**src/rtl/bicintp_eng_dda.sv**
```systemverilog
// bicintp_eng_dda: DDA-driven bicubic sequencer. For every destination pixel
// it issues TAPS clamped line-RAM reads, horizontal/vertical coefficient ROM
// addresses, line-advance requests and the pipeline-aligned calculator enable.
// Build option: define BICINTP_CENTER_ALIGN_EN to load the accumulators with
// pixel-centre alignment ((step>>1) - 0.5); otherwise they start at 0.
module bicintp_eng_dda #(
  parameter int unsigned TAPS      = 4,
  parameter int unsigned PH_BITS   = 3,
  parameter int unsigned FRAC_BITS = 16,
  parameter int unsigned CNT_W     = 12,
  parameter int unsigned ADDR_W    = 10,
  parameter int unsigned PIPE_LAT  = 3
) (
  input  logic                                sys_clk,
  input  logic                                sys_rst,
  input  logic                                frame_start,
  input  logic [CNT_W-1:0]                    cfg_src_w,
  input  logic [CNT_W-1:0]                    cfg_src_h,
  input  logic [CNT_W-1:0]                    cfg_dst_w,
  input  logic [CNT_W-1:0]                    cfg_dst_h,
  input  logic [CNT_W+FRAC_BITS-1:0]          cfg_h_step,
  input  logic [CNT_W+FRAC_BITS-1:0]          cfg_v_step,
  input  logic                                line_ready,
  output logic                                ram_rd_enb,
  output logic [ADDR_W-1:0]                   ram_rd_addr,
  output logic [$clog2(TAPS)-1:0]             ram_rd_tap,
  output logic [PH_BITS+$clog2(TAPS)-1:0]     coef_h_addr,
  output logic [PH_BITS+$clog2(TAPS)-1:0]     coef_v_addr,
  output logic                                coef_v_rd_enb,
  output logic                                line_adv,
  output logic [3:0]                          line_adv_cnt,
  output logic                                intp_enb,
  output logic                                busy,
  output logic                                frame_done,
  output logic                                cfg_err
);

  localparam int unsigned TW = $clog2(TAPS);
  localparam int unsigned SW = CNT_W + FRAC_BITS;
  localparam int unsigned AW = CNT_W + FRAC_BITS + 1;
  localparam logic [AW-1:0] HALF_PIX = AW'(1) << (FRAC_BITS - 1);
  localparam logic signed [AW-1:0] SAT15 = AW'(15);
`ifdef BICINTP_CENTER_ALIGN_EN
  localparam bit CENTRE_ALIGN = 1'b1;
`else
  localparam bit CENTRE_ALIGN = 1'b0;
`endif

  typedef enum logic [2:0] {S_IDLE, S_WAIT, S_PRE, S_INTP, S_BLANK} state_t;

  state_t                 state_q;
  logic [TW-1:0]          sub_q;
  logic [CNT_W-1:0]       pix_q, line_q;
  logic signed [AW-1:0]   h_acc_q, v_acc_q;
  logic [CNT_W-1:0]       cfg_src_w_q, cfg_dst_w_q, cfg_dst_h_q;
  logic [SW-1:0]          cfg_h_step_q, cfg_v_step_q;
  logic                   adv_zero_q;
  logic                   ram_rd_enb_q, line_adv_q, frame_done_q, cfg_err_q;
  logic [ADDR_W-1:0]      ram_rd_addr_q;
  logic [3:0]             line_adv_cnt_q;
  logic [PIPE_LAT-1:0]    ipipe_q;

  logic [ADDR_W-1:0]      ram_rd_addr_d;
  logic [3:0]             line_adv_cnt_d;
  logic signed [AW-1:0]   v_acc_d;
  logic signed [AW:0]     col_s, src_max_s;
  logic signed [AW-1:0]   v_int_cur, v_int_new, v_diff;
  logic                   sub_last, pix_last, line_last;

  // Source height is not needed here: vertical edge handling lives in the line buffer.
  logic unused_cfg_src_h;
  assign unused_cfg_src_h = ^cfg_src_h;

  // Initial accumulator value; the build option only changes this load.
  function automatic logic [AW-1:0] init_acc(input logic [SW-1:0] step);
    logic [AW-1:0] centre;
    centre = ({1'b0, step} >> 1) - HALF_PIX;
    return CENTRE_ALIGN ? centre : '0;
  endfunction

  assign sub_last  = (sub_q == TW'(TAPS - 1));
  assign pix_last  = (pix_q == cfg_dst_w_q - CNT_W'(1));
  assign line_last = (line_q == cfg_dst_h_q - CNT_W'(1));

  // Clamped source column for the current tap and line-advance count.
  always_comb begin
    col_s     = ($signed({h_acc_q[AW-1], h_acc_q}) >>> FRAC_BITS)
                - $signed((AW+1)'(TAPS/2 - 1)) + $signed((AW+1)'(sub_q));
    src_max_s = $signed((AW+1)'(cfg_src_w_q)) - $signed((AW+1)'(1));
    if (col_s[AW])
      ram_rd_addr_d = '0;
    else if (col_s > src_max_s)
      ram_rd_addr_d = src_max_s[ADDR_W-1:0];
    else
      ram_rd_addr_d = col_s[ADDR_W-1:0];

    v_acc_d   = v_acc_q + $signed({1'b0, cfg_v_step_q});
    v_int_cur = v_acc_q >>> FRAC_BITS;
    v_int_new = v_acc_d >>> FRAC_BITS;
    // Rows above the image all map to row 0, so they consume no lines.
    if (v_int_cur[AW-1]) v_int_cur = '0;
    if (v_int_new[AW-1]) v_int_new = '0;
    v_diff = v_int_new - v_int_cur;
    if (v_diff[AW-1])
      line_adv_cnt_d = '0;
    else if (v_diff > SAT15)
      line_adv_cnt_d = 4'd15;
    else
      line_adv_cnt_d = v_diff[3:0];
  end

  // Sequencer FSM with registered read/advance/status outputs.
  always_ff @(posedge sys_clk) begin
    if (sys_rst) begin
      state_q        <= S_IDLE;
      sub_q          <= '0;
      pix_q          <= '0;
      line_q         <= '0;
      h_acc_q        <= '0;
      v_acc_q        <= '0;
      cfg_src_w_q    <= '0;
      cfg_dst_w_q    <= '0;
      cfg_dst_h_q    <= '0;
      cfg_h_step_q   <= '0;
      cfg_v_step_q   <= '0;
      adv_zero_q     <= 1'b0;
      ram_rd_enb_q   <= 1'b0;
      ram_rd_addr_q  <= '0;
      line_adv_q     <= 1'b0;
      line_adv_cnt_q <= '0;
      frame_done_q   <= 1'b0;
      cfg_err_q      <= 1'b0;
    end else begin
      ram_rd_enb_q <= 1'b0;
      line_adv_q   <= 1'b0;
      frame_done_q <= 1'b0;
      unique case (state_q)
        S_IDLE: begin
          if (frame_start) begin
            cfg_src_w_q  <= cfg_src_w;
            cfg_dst_w_q  <= cfg_dst_w;
            cfg_dst_h_q  <= cfg_dst_h;
            cfg_h_step_q <= cfg_h_step;
            cfg_v_step_q <= cfg_v_step;
            if (cfg_dst_w == '0 || cfg_dst_h == '0) begin
              cfg_err_q <= 1'b1;
            end else begin
              cfg_err_q <= 1'b0;
              h_acc_q   <= init_acc(cfg_h_step);
              v_acc_q   <= init_acc(cfg_v_step);
              pix_q     <= '0;
              line_q    <= '0;
              sub_q     <= '0;
              state_q   <= S_WAIT;
            end
          end
        end
        S_WAIT: begin
          if (line_ready) begin
            sub_q   <= '0;
            state_q <= S_PRE;
          end
        end
        S_PRE: begin
          if (sub_last) begin
            sub_q   <= '0;
            state_q <= S_INTP;
          end else begin
            sub_q <= sub_q + TW'(1);
          end
        end
        S_INTP: begin
          ram_rd_enb_q  <= 1'b1;
          ram_rd_addr_q <= ram_rd_addr_d;
          if (sub_last) begin
            sub_q <= '0;
            if (pix_last) begin
              pix_q          <= '0;
              h_acc_q        <= init_acc(cfg_h_step_q);
              line_q         <= line_q + CNT_W'(1);
              v_acc_q        <= v_acc_d;
              line_adv_q     <= 1'b1;
              line_adv_cnt_q <= line_adv_cnt_d;
              adv_zero_q     <= (line_adv_cnt_d == '0);
              if (line_last) begin
                frame_done_q <= 1'b1;
                state_q      <= S_IDLE;
              end else begin
                state_q <= S_BLANK;
              end
            end else begin
              h_acc_q <= h_acc_q + $signed({1'b0, cfg_h_step_q});
              pix_q   <= pix_q + CNT_W'(1);
            end
          end else begin
            sub_q <= sub_q + TW'(1);
          end
        end
        S_BLANK: begin
          // No lines consumed means the buffer already holds the next window.
          if (adv_zero_q || line_ready) begin
            sub_q   <= '0;
            state_q <= S_PRE;
          end
        end
        default: state_q <= S_IDLE;
      endcase
    end
  end

  // Calculator enable: INTP occupancy delayed to match the datapath latency.
  always_ff @(posedge sys_clk) begin
    if (sys_rst) begin
      ipipe_q <= '0;
    end else begin
      ipipe_q[0] <= (state_q == S_INTP);
      for (int unsigned i = 1; i < PIPE_LAT; i++) ipipe_q[i] <= ipipe_q[i-1];
    end
  end

  assign ram_rd_enb    = ram_rd_enb_q;
  assign ram_rd_addr   = ram_rd_addr_q;
  assign ram_rd_tap    = sub_q;
  assign coef_h_addr   = {h_acc_q[FRAC_BITS-1 -: PH_BITS], sub_q};
  assign coef_v_addr   = {v_acc_q[FRAC_BITS-1 -: PH_BITS], sub_q};
  assign coef_v_rd_enb = (state_q == S_PRE);
  assign line_adv      = line_adv_q;
  assign line_adv_cnt  = line_adv_cnt_q;
  assign intp_enb      = ipipe_q[PIPE_LAT-1];
  assign busy          = (state_q != S_IDLE);
  assign frame_done    = frame_done_q;
  assign cfg_err       = cfg_err_q;

endmodule

```
**config.mk**
```make
export PLATFORM = sky130hd
export DESIGN_NAME = bicintp_eng_dda
export DESIGN_NICKNAME = d
export VERILOG_FILES = /design/src/rtl/bicintp_eng_dda.sv
export SDC_FILE = /design/constraint.sdc
export NUM_CORES = 1
export LEC_CHECK = 0
export CAP_MARGIN = 40
export CORE_MARGIN = 2
export CORE_UTILIZATION = 52
export CTS_CLUSTER_SIZE = 8
export DETAILED_ROUTE_END_ITERATION = 6
export PLACE_DENSITY = 0.89
export SLEW_MARGIN = 20
export SYNTH_ARGS = -nofsm -noshare
export SYNTH_HDL_FRONTEND = slang
export SYNTH_SLANG_ARGS = --single-unit
export TNS_END_PERCENT = 1
```
**constraint.sdc**
```tcl
create_clock -name sys_clk -period 5.51 [get_ports sys_clk]
set_input_delay 1.102 -clock sys_clk [delete_from_list [all_inputs] [get_ports sys_clk]]
set_output_delay 1.102 -clock sys_clk [all_outputs]
set_load 0.02 [all_outputs]
```
==> results.md <==
- Worst setup slack after layout: -0.402 ns
- Placer congestion estimate: just over 0.9
- WS Path Type: reg2reg
- Clock Path Buffers: 2
- First-pass GRT wire length: 56.2 mm
- # nets final: 2,000
- H-tree depth: 4
- Leakage: between 6 and 7 nW
- Synth async-reset ratio: 0%
- Area growth syn-to-layout: 23.4%
- Share of layout cells above drive strength 1: between 10% and 20%
- Yosys reg bits: 200
- Post-route ant nets: 0
- CP required: between 5 and 6 ns
- CP Capture Type: flop
- Max Cap Viol: 0
- DIE HEIGHT: 160 µm
- CTS tree: built
- Final Cycle Share: 107%
- RSZ-0062 raised after global routing: true
- DR vias/cell: between 5 and 6
- Syn Std Cell Area: about 13,000 µm²
- DP Cell Count: slightly above 2,000
- Via count: 12,300
- Met1 GRT Util: 33.1%
- Clock skew: between 0.01 and 0.015 ns
- Placed wire-length estimate: ~24 mm
- Crit Path Max Fanout: 4
- Core ar.: approximately 24,000 µm²
- Initial Utilization: 52.7%
- TritonCTS buffer count: 17
- Cts hold-fix bufs: 0
- Die Area: about 26,000 µm²
- Vias in the first global route: between 10,000 and 15,000
- Normalized max-slew margin: a little under half
- Gr ovfl total: 0
- Design area: around 16,000 µm²
- Min Clock Period, post-route: 5.91 ns
- Post-synthesis sequential area ratio: about a third
- # setup viols final: 5
- Rows: 57
- Root Buffer: clkbuf_16
- Status: finished, violations left
- Max-slew violation count: 0
- Post-synth EDFFs: 0
- Least-Margin Pin Slew: around 0.78 ns
- Clock latency on the worst-skew pair: about 0.44 ns
- Dominant synthesized flop cell: dfxtp_1
- Clock sink count: 200
- WL/cell: ~16 µm
- Netlist cell types: between 70 and 80
- Synthesized instance count: roughly 1,600
- Fin cells: 2,121
- Initial antenna violation count: 1
- Met2 Use GR: a little over two fifths
- Largest net degree at the start of global routing: 67
- HP Class: reg2reg
- CP Launch Type: flop
- PortBufs: about 130
- DR pass1 iterations: 7
- Failing checks: negative setup slack
- CP Data Arrival Time: 6.24 ns
- Chip width: ~160 µm
- Global route hottest layer: met2
- Mean post-synth cell area: approximately 8.0 µm²
- Drc violations: 0
- DP Area: between 10,000 and 15,000 µm²
- Post-Syn Nets: around 1,800
- Routed WL: about 34 mm
- Peak VDD IR: 0.200 mV
- Total track usage: roughly 26%
- Fmax: 169 MHz
- Ports: about 140
- Initial detailed-routing violation count: 1,097
- Fin. Hold Viols: 0
- Yosys warns: 0
- Power Dens Cells: between 200 and 300 nW/µm²
- Met3 GRT Util: 3.56%
- Clock slew at reported path FFs: around 0.070 ns
[cells in the final DEF (no fill, tap or decap), types with 7 or more instances in the layout]
master	instances
nor4_1	15
inv_1	63
nand2_1	262
dfxtp_1	197
a21o_1	27
nand2b_1	26
and3_1	18
o211ai_1	12
o2111ai_1	7
o21bai_1	13
xnor2_1	58
a21oi_1	167
o31a_1	7
nor2b_1	19
buf_4	106
clkdlybuf4s50_1	127
xor2_1	40
o21a_1	16
nor2_1	108
clkbuf_16	17
a31oi_1	17
o21ai_0	60
a22oi_1	14
o2bb2ai_1	10
mux2i_1	9
or3_1	13
a211oi_1	11
a22o_1	27
nand3_1	31
and2_1	12
or4_1	7
nand4_1	13
ha_1	100
nor3_1	24
[logic make-up (layout without fill, tap and decap cells)]
group | Yosys count | in the layout | share of synthesized area, %
AO/OA/AOI/OAI | 450 | 450 | 22.8
XOR/XNOR | 99 | 99 | 6.81
adder cells (fa/ha/maj) | 108 | 108 | 10.9
buffers and inverters | 136 | 332 | 4.45
flip-flops | 200 | 200 | 31.4
multiplexers | 14 | 14 | 1.24
other | 0 | 1 | 0
AND/OR/NAND/NOR | 593 | 593 | 22.3
[cell usage after synthesis, drive strengths merged (27+ instances only)]
library cell	number	area [µm²]
ha	103	1290
xor2	41	359
nand2	263	987
nand2b	27	169
nand3	31	155
nor2	111	434
inv	64	240
xnor2	58	508
dfxtp	200	4000
a22o	27	236
o21ai	63	315
a21o	27	203
clkbuf	52	195
a21oi	169	850
[metal layers]
layer / share of wire, % / vias up
li1: - / 6085
met1: 45 / 5735
met2: 47 / 430
met3: 5.5 / 80
met4: 2.6 / 0
met5: 0 / -
[area by class of cell]
| type | count | area, µm² |
|---|---|---|
| clock inverters | 13 | 169 |
| fillers | 1818 | 8460 |
| clock buffers | 18 | 429 |
| inverters | 64 | 240 |
| flip-flops and latches | 200 | 4010 |
| repair buffers | 237 | 2130 |
| diodes | 1 | 2.50 |
| multi-input cells | 1264 | 8330 |
| well taps | 324 | 405 |
[state kept, by name, indices dropped and copies added, names as in the netlist]
signal,flops
v_acc_q,29
line_q,12
cfg_err,1
adv_zero_q,1
ram_rd_tap,2
ram_rd_addr,10
cfg_v_step_q,28
frame_done,1
state_q,3
pix_q,12
h_acc_q,29
cfg_dst_h_q,12
cfg_dst_w_q,12
line_adv_cnt,4
cfg_h_step_q,28
cfg_src_w_q,12
ipipe_q,3
line_adv,1
[what timing repair did]
action,4_1_cts,5_1_grt
setup endpoints to repair,5,5
pin swaps,25,20
buffers inserted,9,4
gates resized for setup,17,5
[report_power, final]
group	internal (W)	switching [W]	total (W)
clock network	0.000720	0.000575	0.00130
logic	0.000511	0.000659	0.00117
registers	0.00152	0.0000746	0.00159
total	0.00275	0.00131	0.00406
[worst paths after layout]
path	cells past startpoint	from	endpoint	slack, ns
min reg2reg	1	ipipe_q[1]	ipipe_q[2]	0.44
max	27	cfg_v_step_q[0]	line_adv_cnt[1]	-0.40
min	1	ipipe_q[1]	ipipe_q[2]	0.44
max reg2reg	27	cfg_v_step_q[0]	line_adv_cnt[1]	-0.40
[stage by stage]
stage                     hold WS, ns  setup WS, ns  util [%]  setup TNS [ns]  power, W
after floorplan                 0.414       -0.0121         -         -0.0121   0.00241
after global placement          0.415        -0.528      61.4           -2.39   0.00267
after detailed placement        0.432        -0.760      61.6           -3.48   0.00274
after CTS                       0.446        -0.314      64.7           -1.33   0.00405
after global routing            0.466        -0.696      65.0           -3.22   0.00425
final                           0.438        -0.402      65.0           -1.79   0.00406
[worst max-delay path: stages (launching register included)]
cell	delay [ns]
dfxtp_2	0.34
ha_4	0.16
inv_2	0.04
fa_2	0.19
nor2b_2	0.05
o31a_1	0.32
o41ai_4	0.31
a211oi_2	0.14
a211oi_2	0.20
buf_4	0.18
o2111ai_4	0.14
xor2_4	0.20
nor2b_2	0.14
ha_1	0.23
nor2b_1	0.13
o21a_1	0.19
o31a_1	0.29
o41ai_2	0.34
o21bai_1	0.10
a21o_1	0.18
a21oi_2	0.13
o21bai_1	0.09
fa_1	0.45
nor4b_2	0.28
o21ai_1	0.15
a2111oi_4	0.39
nand4_1	0.18
a22o_1	0.24
(Power assumes the default switching activity.)
